File: config.mk
export PLATFORM = sky130hd
export DESIGN_NAME = uart_tx_arbiter
export DESIGN_NICKNAME = d
export VERILOG_FILES = /design/src/rtl/uart_tx_arbiter.sv
export SDC_FILE = /design/constraint.sdc
export NUM_CORES = 1
export LEC_CHECK = 0
export CORE_ASPECT_RATIO = 1.75
export CORE_UTILIZATION = 50
export CTS_BUF_LIST = sky130_fd_sc_hd__clkbuf_4
export DETAILED_ROUTE_END_ITERATION = 10
export PLACE_DENSITY = 0.67
export SYNTH_ARGS = -nofsm -noshare
export SYNTH_HDL_FRONTEND = slang
export SYNTH_SLANG_ARGS = --single-unit
File: constraint.sdc
create_clock -name clk -period 3.34 [get_ports clk]
set_clock_uncertainty 0.05 [all_clocks]
set_input_delay 0.334 -clock clk [delete_from_list [all_inputs] [get_ports clk]]
set_output_delay 0.334 -clock clk [all_outputs]
set_load 0.005 [all_outputs]
File: src/rtl/uart_tx_arbiter.sv
// uart_tx_arbiter
//   Merges two byte streams (debug and IEC) onto a single uart_tx. Each
//   channel has its own DEPTH-entry FIFO. An idle-state round-robin arbiter
//   picks the next channel. When the channel changes, and TAG_EN is set, a
//   one-byte channel tag is sent ahead of the data byte.
//
// Ports
//   clk                   rising-edge clock for all logic
//   rstn                  asynchronous active-low reset
//   dbg_byte, dbg_valid   debug channel push (one-cycle strobe)
//   iec_byte, iec_valid   IEC channel push (one-cycle strobe)
//   tx_byte, tx_valid     byte and one-cycle start strobe to uart_tx
//   tx_done               one-cycle completion pulse from uart_tx
//   dbg_full, iec_full    per-channel FIFO full flags
//   dbg_ovf, iec_ovf      sticky overflow flags (a push was dropped)
//   ovf_clr               clears both overflow flags
//   busy                  high when the FSM is not idle or any FIFO holds data
module uart_tx_arbiter #(
  parameter int          DEPTH   = 4,
  parameter bit          TAG_EN  = 1'b1,
  parameter logic [7:0]  TAG_DBG = 8'hF0,
  parameter logic [7:0]  TAG_IEC = 8'hF1
) (
  input  logic       clk,
  input  logic       rstn,
  input  logic [7:0] dbg_byte,
  input  logic       dbg_valid,
  input  logic [7:0] iec_byte,
  input  logic       iec_valid,
  output logic [7:0] tx_byte,
  output logic       tx_valid,
  input  logic       tx_done,
  output logic       dbg_full,
  output logic       iec_full,
  output logic       dbg_ovf,
  output logic       iec_ovf,
  input  logic       ovf_clr,
  output logic       busy
);

  localparam int AW = (DEPTH > 1) ? $clog2(DEPTH) : 1;
  localparam logic [AW:0] PTR_ONE = 1;

  // Channel index 0 = debug, 1 = IEC.
  localparam logic CH_DBG = 1'b0;
  localparam logic CH_IEC = 1'b1;

  typedef enum logic [2:0] {
    IDLE      = 3'd0,
    TAG       = 3'd1,
    TAG_WAIT  = 3'd2,
    DATA      = 3'd3,
    DATA_WAIT = 3'd4
  } state_t;

  logic [1:0] push_valid;
  logic [7:0] push_byte [2];
  logic [1:0] full;
  logic [1:0] empty;
  logic [1:0] ovf;
  logic [1:0] pop;
  logic [7:0] head [2];

  assign push_valid   = {iec_valid, dbg_valid};
  assign push_byte[0] = dbg_byte;
  assign push_byte[1] = iec_byte;

  // Per-channel FIFO. Pointers carry one extra bit so that equal low bits
  // with differing top bits means full, and fully equal pointers mean empty.
  genvar gi;
  generate
    for (gi = 0; gi < 2; gi++) begin : g_ch
      logic [7:0]  mem [DEPTH];
      logic [AW:0] wr_ptr_reg;
      logic [AW:0] rd_ptr_reg;
      logic        ovf_reg;
      logic        accept;

      assign empty[gi] = (wr_ptr_reg == rd_ptr_reg);
      assign full[gi]  = (wr_ptr_reg[AW] != rd_ptr_reg[AW]) &&
                         (wr_ptr_reg[AW-1:0] == rd_ptr_reg[AW-1:0]);
      // A pop in the same cycle does not make room: the full flag is the
      // registered one, so a push on a full FIFO is always dropped.
      assign accept    = push_valid[gi] && !full[gi];
      assign head[gi]  = mem[rd_ptr_reg[AW-1:0]];
      assign ovf[gi]   = ovf_reg;

      always_ff @(posedge clk) begin
        if (accept) begin
          mem[wr_ptr_reg[AW-1:0]] <= push_byte[gi];
        end
      end

      always_ff @(posedge clk or negedge rstn) begin
        if (!rstn) begin
          wr_ptr_reg <= '0;
          rd_ptr_reg <= '0;
          ovf_reg    <= 1'b0;
        end else begin
          if (accept) begin
            wr_ptr_reg <= wr_ptr_reg + PTR_ONE;
          end
          if (pop[gi]) begin
            rd_ptr_reg <= rd_ptr_reg + PTR_ONE;
          end
          // A drop in the same cycle as a clear wins, so no event is lost.
          ovf_reg <= (ovf_reg && !ovf_clr) || (push_valid[gi] && full[gi]);
        end
      end
    end
  endgenerate

  assign dbg_full = full[0];
  assign iec_full = full[1];
  assign dbg_ovf  = ovf[0];
  assign iec_ovf  = ovf[1];

  state_t     state_reg, state_next;
  logic       sel_reg, sel_next;
  logic       last_ch_reg, last_ch_next;
  logic       sent_reg, sent_next;
  logic [7:0] tx_byte_reg, tx_byte_next;
  logic       pick_ch;

  // Round-robin: with both channels pending, take the one not served last.
  always_comb begin
    pick_ch = CH_DBG;
    if (!empty[0] && !empty[1]) begin
      pick_ch = ~last_ch_reg;
    end else if (empty[0]) begin
      pick_ch = CH_IEC;
    end
  end

  always_ff @(posedge clk or negedge rstn) begin
    if (!rstn) begin
      state_reg   <= IDLE;
      sel_reg     <= CH_DBG;
      last_ch_reg <= CH_IEC;
      sent_reg    <= 1'b0;
      tx_byte_reg <= 8'h00;
    end else begin
      state_reg   <= state_next;
      sel_reg     <= sel_next;
      last_ch_reg <= last_ch_next;
      sent_reg    <= sent_next;
      tx_byte_reg <= tx_byte_next;
    end
  end

  // tx_byte_reg is loaded on the edge that enters TAG or DATA, so the byte
  // is already in place during the strobe cycle and is held until the next
  // load, which cannot happen before tx_done.
  always_comb begin
    state_next   = state_reg;
    sel_next     = sel_reg;
    last_ch_next = last_ch_reg;
    sent_next    = sent_reg;
    tx_byte_next = tx_byte_reg;
    pop          = 2'b00;
    tx_valid     = 1'b0;
    case (state_reg)
      IDLE: begin
        if (!empty[0] || !empty[1]) begin
          sel_next = pick_ch;
          if (TAG_EN && ((pick_ch != last_ch_reg) || !sent_reg)) begin
            state_next   = TAG;
            tx_byte_next = (pick_ch == CH_IEC) ? TAG_IEC : TAG_DBG;
          end else begin
            state_next   = DATA;
            tx_byte_next = head[pick_ch];
          end
        end
      end
      TAG: begin
        tx_valid   = 1'b1;
        state_next = TAG_WAIT;
      end
      TAG_WAIT: begin
        // The channel is locked in sel_reg, so the data byte that follows
        // a tag always belongs to the tagged channel.
        if (tx_done) begin
          state_next   = DATA;
          tx_byte_next = head[sel_reg];
        end
      end
      DATA: begin
        tx_valid      = 1'b1;
        pop[sel_reg]  = 1'b1;
        last_ch_next  = sel_reg;
        sent_next     = 1'b1;
        state_next    = DATA_WAIT;
      end
      DATA_WAIT: begin
        if (tx_done) begin
          state_next = IDLE;
        end
      end
      default: begin
        state_next = IDLE;
      end
    endcase
  end

  assign tx_byte = tx_byte_reg;
  assign busy    = (state_reg != IDLE) || !empty[0] || !empty[1];

endmodule

==> impl_metrics.py <==
metrics = {
    "worst_setup_path": {
        "crit_fanout": 11,
        "path_cells": "xnor2_2 -> nand3_2 -> nor2_1 -> nand2_1 -> clkdlybuf4s50_1",
        "critPathBufInv": 1,
        "reg2reg_from": "g_ch[0].rd_ptr_reg[0]$_DFFE_PN0P_",
        "crit_type": "reg2out",
        "ff2ff_path_depth": 4,
        "regToRegEndpoint": "g_ch[0].mem[3][6]$_DFFE_PP_",
        "crit_path_start_kind": "register",
        "cp.arrival_ps": 2190,
        "critPathLaunch": "g_ch[0].rd_ptr_reg[0]$_DFFE_PN0P_",
        "crit_required_ps": 2960,
        "r2r_setup_slack_ps": 1050,
        "cp-end-kind": "output port",
        "slowest_stage": "dfrtp_1",
        "cp_top_family": "flip-flops",
        "critical-path-max-stage-delay_ps": 700,
    },
    "routing": {
        "vias": 2134,
        "drtIter0Drc": 175,
        "drt-wirelength-per-cell_um": 18.9,
        "wl_um": 7180,
        "first_pass_iters": 5,
        "via_per_inst": 5.60,
        "postRouteAntennaNets": 0,
        "drc": 0,
    },
    "die": {
        "die-width_um": 69.7,
        "die-area_um2": 8390,
        "fp-row-count": 42,
        "core_area_um2": 7670,
        "io-pin-count": 36,
        "fp.dieH_um": 120,
        "initial_core_util": 0.522,
    },
    "placement": {
        "gp_congestion": 0.804,
        "placed_cell_area_um2": 4440,
        "port_buffers": 35,
        "dp_hpwl_um": 5380,
        "dp.cells": 365,
    },
    "yosys": {
        "netlist.area_leader.share": 0.480,
        "syn_area_um2": 4010,
        "synth.yosys.seq_area_share": 0.655,
        "postSynth.asyncResetShare": 0.304,
        "mappedNetlistNets": 276,
        "yosysMostFrequentCell": "edfxtp_1",
        "synth_area_per_cell_um2": 16.4,
        "yosys_warnings": 0,
        "netlist_instances": 244,
        "synth_area_leader_cell": "edfxtp_1",
        "synth_edf_count": 64,
        "yosys-top-cells-area": "edfxtp_1, dfrtp_1, mux4_1",
        "synth_common_cells": "edfxtp_1, dfrtp_1, nand2_1",
        "ys_ff_latch": 92,
        "synth_ff_type": "edfxtp_1",
        "synth.distinct_cells": 48,
    },
    "sta": {
        "post-route-period-util": 0.771,
        "rsz0062_at_grt": "false",
        "slew_headroom": 0.580,
        "fmax_ghz": 0.388,
        "setup_viol": 0,
        "slew_viol_final": 0,
        "worstMarginPinSlew_ps": 625,
        "setup-tns-final_ps": 0,
        "finalHoldViolCount": 0,
        "period_needed_ps": 2570,
    },
    "global_routing": {
        "antenna_found_initial": 0,
        "gr-total-overflow": 0,
        "grt_usage": 0.194,
        "grt_pass1_wl_um": 11900,
        "grt_max_degree": 29,
        "grt_pass1_vias": 2253,
    },
    "cts": {
        "htree_levels": 3,
        "clock-sinks": 92,
        "numCtsBuffers": 9,
        "clkSlewWorstSetupHoldPaths_ps": 150,
        "clock_tree.root_cell": "clkbuf_4",
        "post_cts_buffers": 0,
        "clock_latency_ps": 430,
        "cts-hold-fix-buffers": 0,
        "cts_tree": "yes",
        "clockBufferDepth": 2,
        "ctsResizeCount": 0,
    },
    "cells_and_area": {
        "final_cells": 381,
        "area_growth_pct": 14.2,
        "fin_nets": 320,
        "largest_reg_flops": 64,
        "finalInstanceArea_um2": 4570,
        "drive_gt1_frac": 0.160,
        "final_util": 0.596,
        "diodes": 0,
    },
    "power_and_ir_drop": {
        "ir_drop_uv": 535,
        "total_power_mw": 4.05,
        "powerDensity_nw_per_um2": 886,
        "leakagePower_nw": 1.69,
    },
    "worst_hold_path": {
        "hold_path_class": "in2async",
    },
    "flow_run": {
        "drv_cap": 0,
    },
    "run_status": {
        "status": "finished, final reports clean",
    },
}
[power by group]
| part | switching [mW] | leakage [nW] | internal, mW |
|---|---|---|---|
| clock | 0.358 | 0.0674 | 0.225 |
| combinational | 0.794 | 0.709 | 0.809 |
| sequential | 0.278 | 0.917 | 1.59 |
| total | 1.43 | 1.69 | 2.62 |
[worst max path at each step]
stage | to | slack, ps | cells past startpoint
2_1_floorplan | g_ch[0].mem[3][0]$_DFFE_PP_ | 1430 | 5
3_3_place_gp | g_ch[0].mem[3][4]$_DFFE_PP_ | 1110 | 4
3_5_place_dp | g_ch[0].mem[3][5]$_DFFE_PP_ | 1050 | 4
4_1_cts | busy | 710 | 5
5_1_grt | busy | 580 | 5
6_report | busy | 770 | 5
[worst reg2reg max path: stages (launching register included)]
cell and delay [ps]:
dfrtp_1 700, xnor2_2 150, and3b_2 250, nor2b_1 360, and2_1 450
[per-layer routing]
layer	GRT usage	up-vias	wire length [um]
li1	-	1028	-
met1	0.238	1057	2960
met2	0.340	42	3940
met3	0.0358	7	184
met4	0.0713	0	97
met5	0	-	0
[cells by family after synthesis]
group / share of synthesized area
simple gates: 0.0893
compound gates: 0.0618
fa+ha+maj: 0.0312
flops: 0.655
buf+inv: 0.0187
xor+xnor: 0.0400
mux: 0.104
[layout make-up]
class | instances | area, um2
repair buffers | 37 | 365
clock buffers | 9 | 67.6
fillers | 578 | 3100
multi-input cells | 139 | 1310
flip-flops and latches | 92 | 2620
clock inverters | 7 | 66.3
well taps | 88 | 110
inverters | 9 | 33.8
[placed cells by master, fill, tap and decap left out, types with 2 or more instances in the layout]
master	instances
mux2_2	2
xnor2_1	5
and2_1	10
nor2_1	12
a22oi_1	3
nand2_1	19
xnor2_2	5
nor3_1	2
edfxtp_1	64
clkinv_1	2
clkdlybuf4s50_1	35
o22ai_1	3
buf_4	2
mux4_2	7
or2b_2	2
clkbuf_4	9
o21ai_1	3
o21ai_0	6
dfrtp_1	27
o221ai_1	3
nor2b_1	2
ha_1	10
nand3_1	2
inv_1	8
a221oi_1	4
mux4_1	9
a21oi_1	6
xor2_1	4
clkinvlp_4	2
[per-stage QoR]
stage,setup WS [ps],hold WS [ps]
final,765,218
after global routing,585,225
after CTS,712,204
after detailed placement,1050,430
after global placement,1110,422
after floorplan,1430,-11.6
Note: power is estimated with default switching activity, not from simulation.
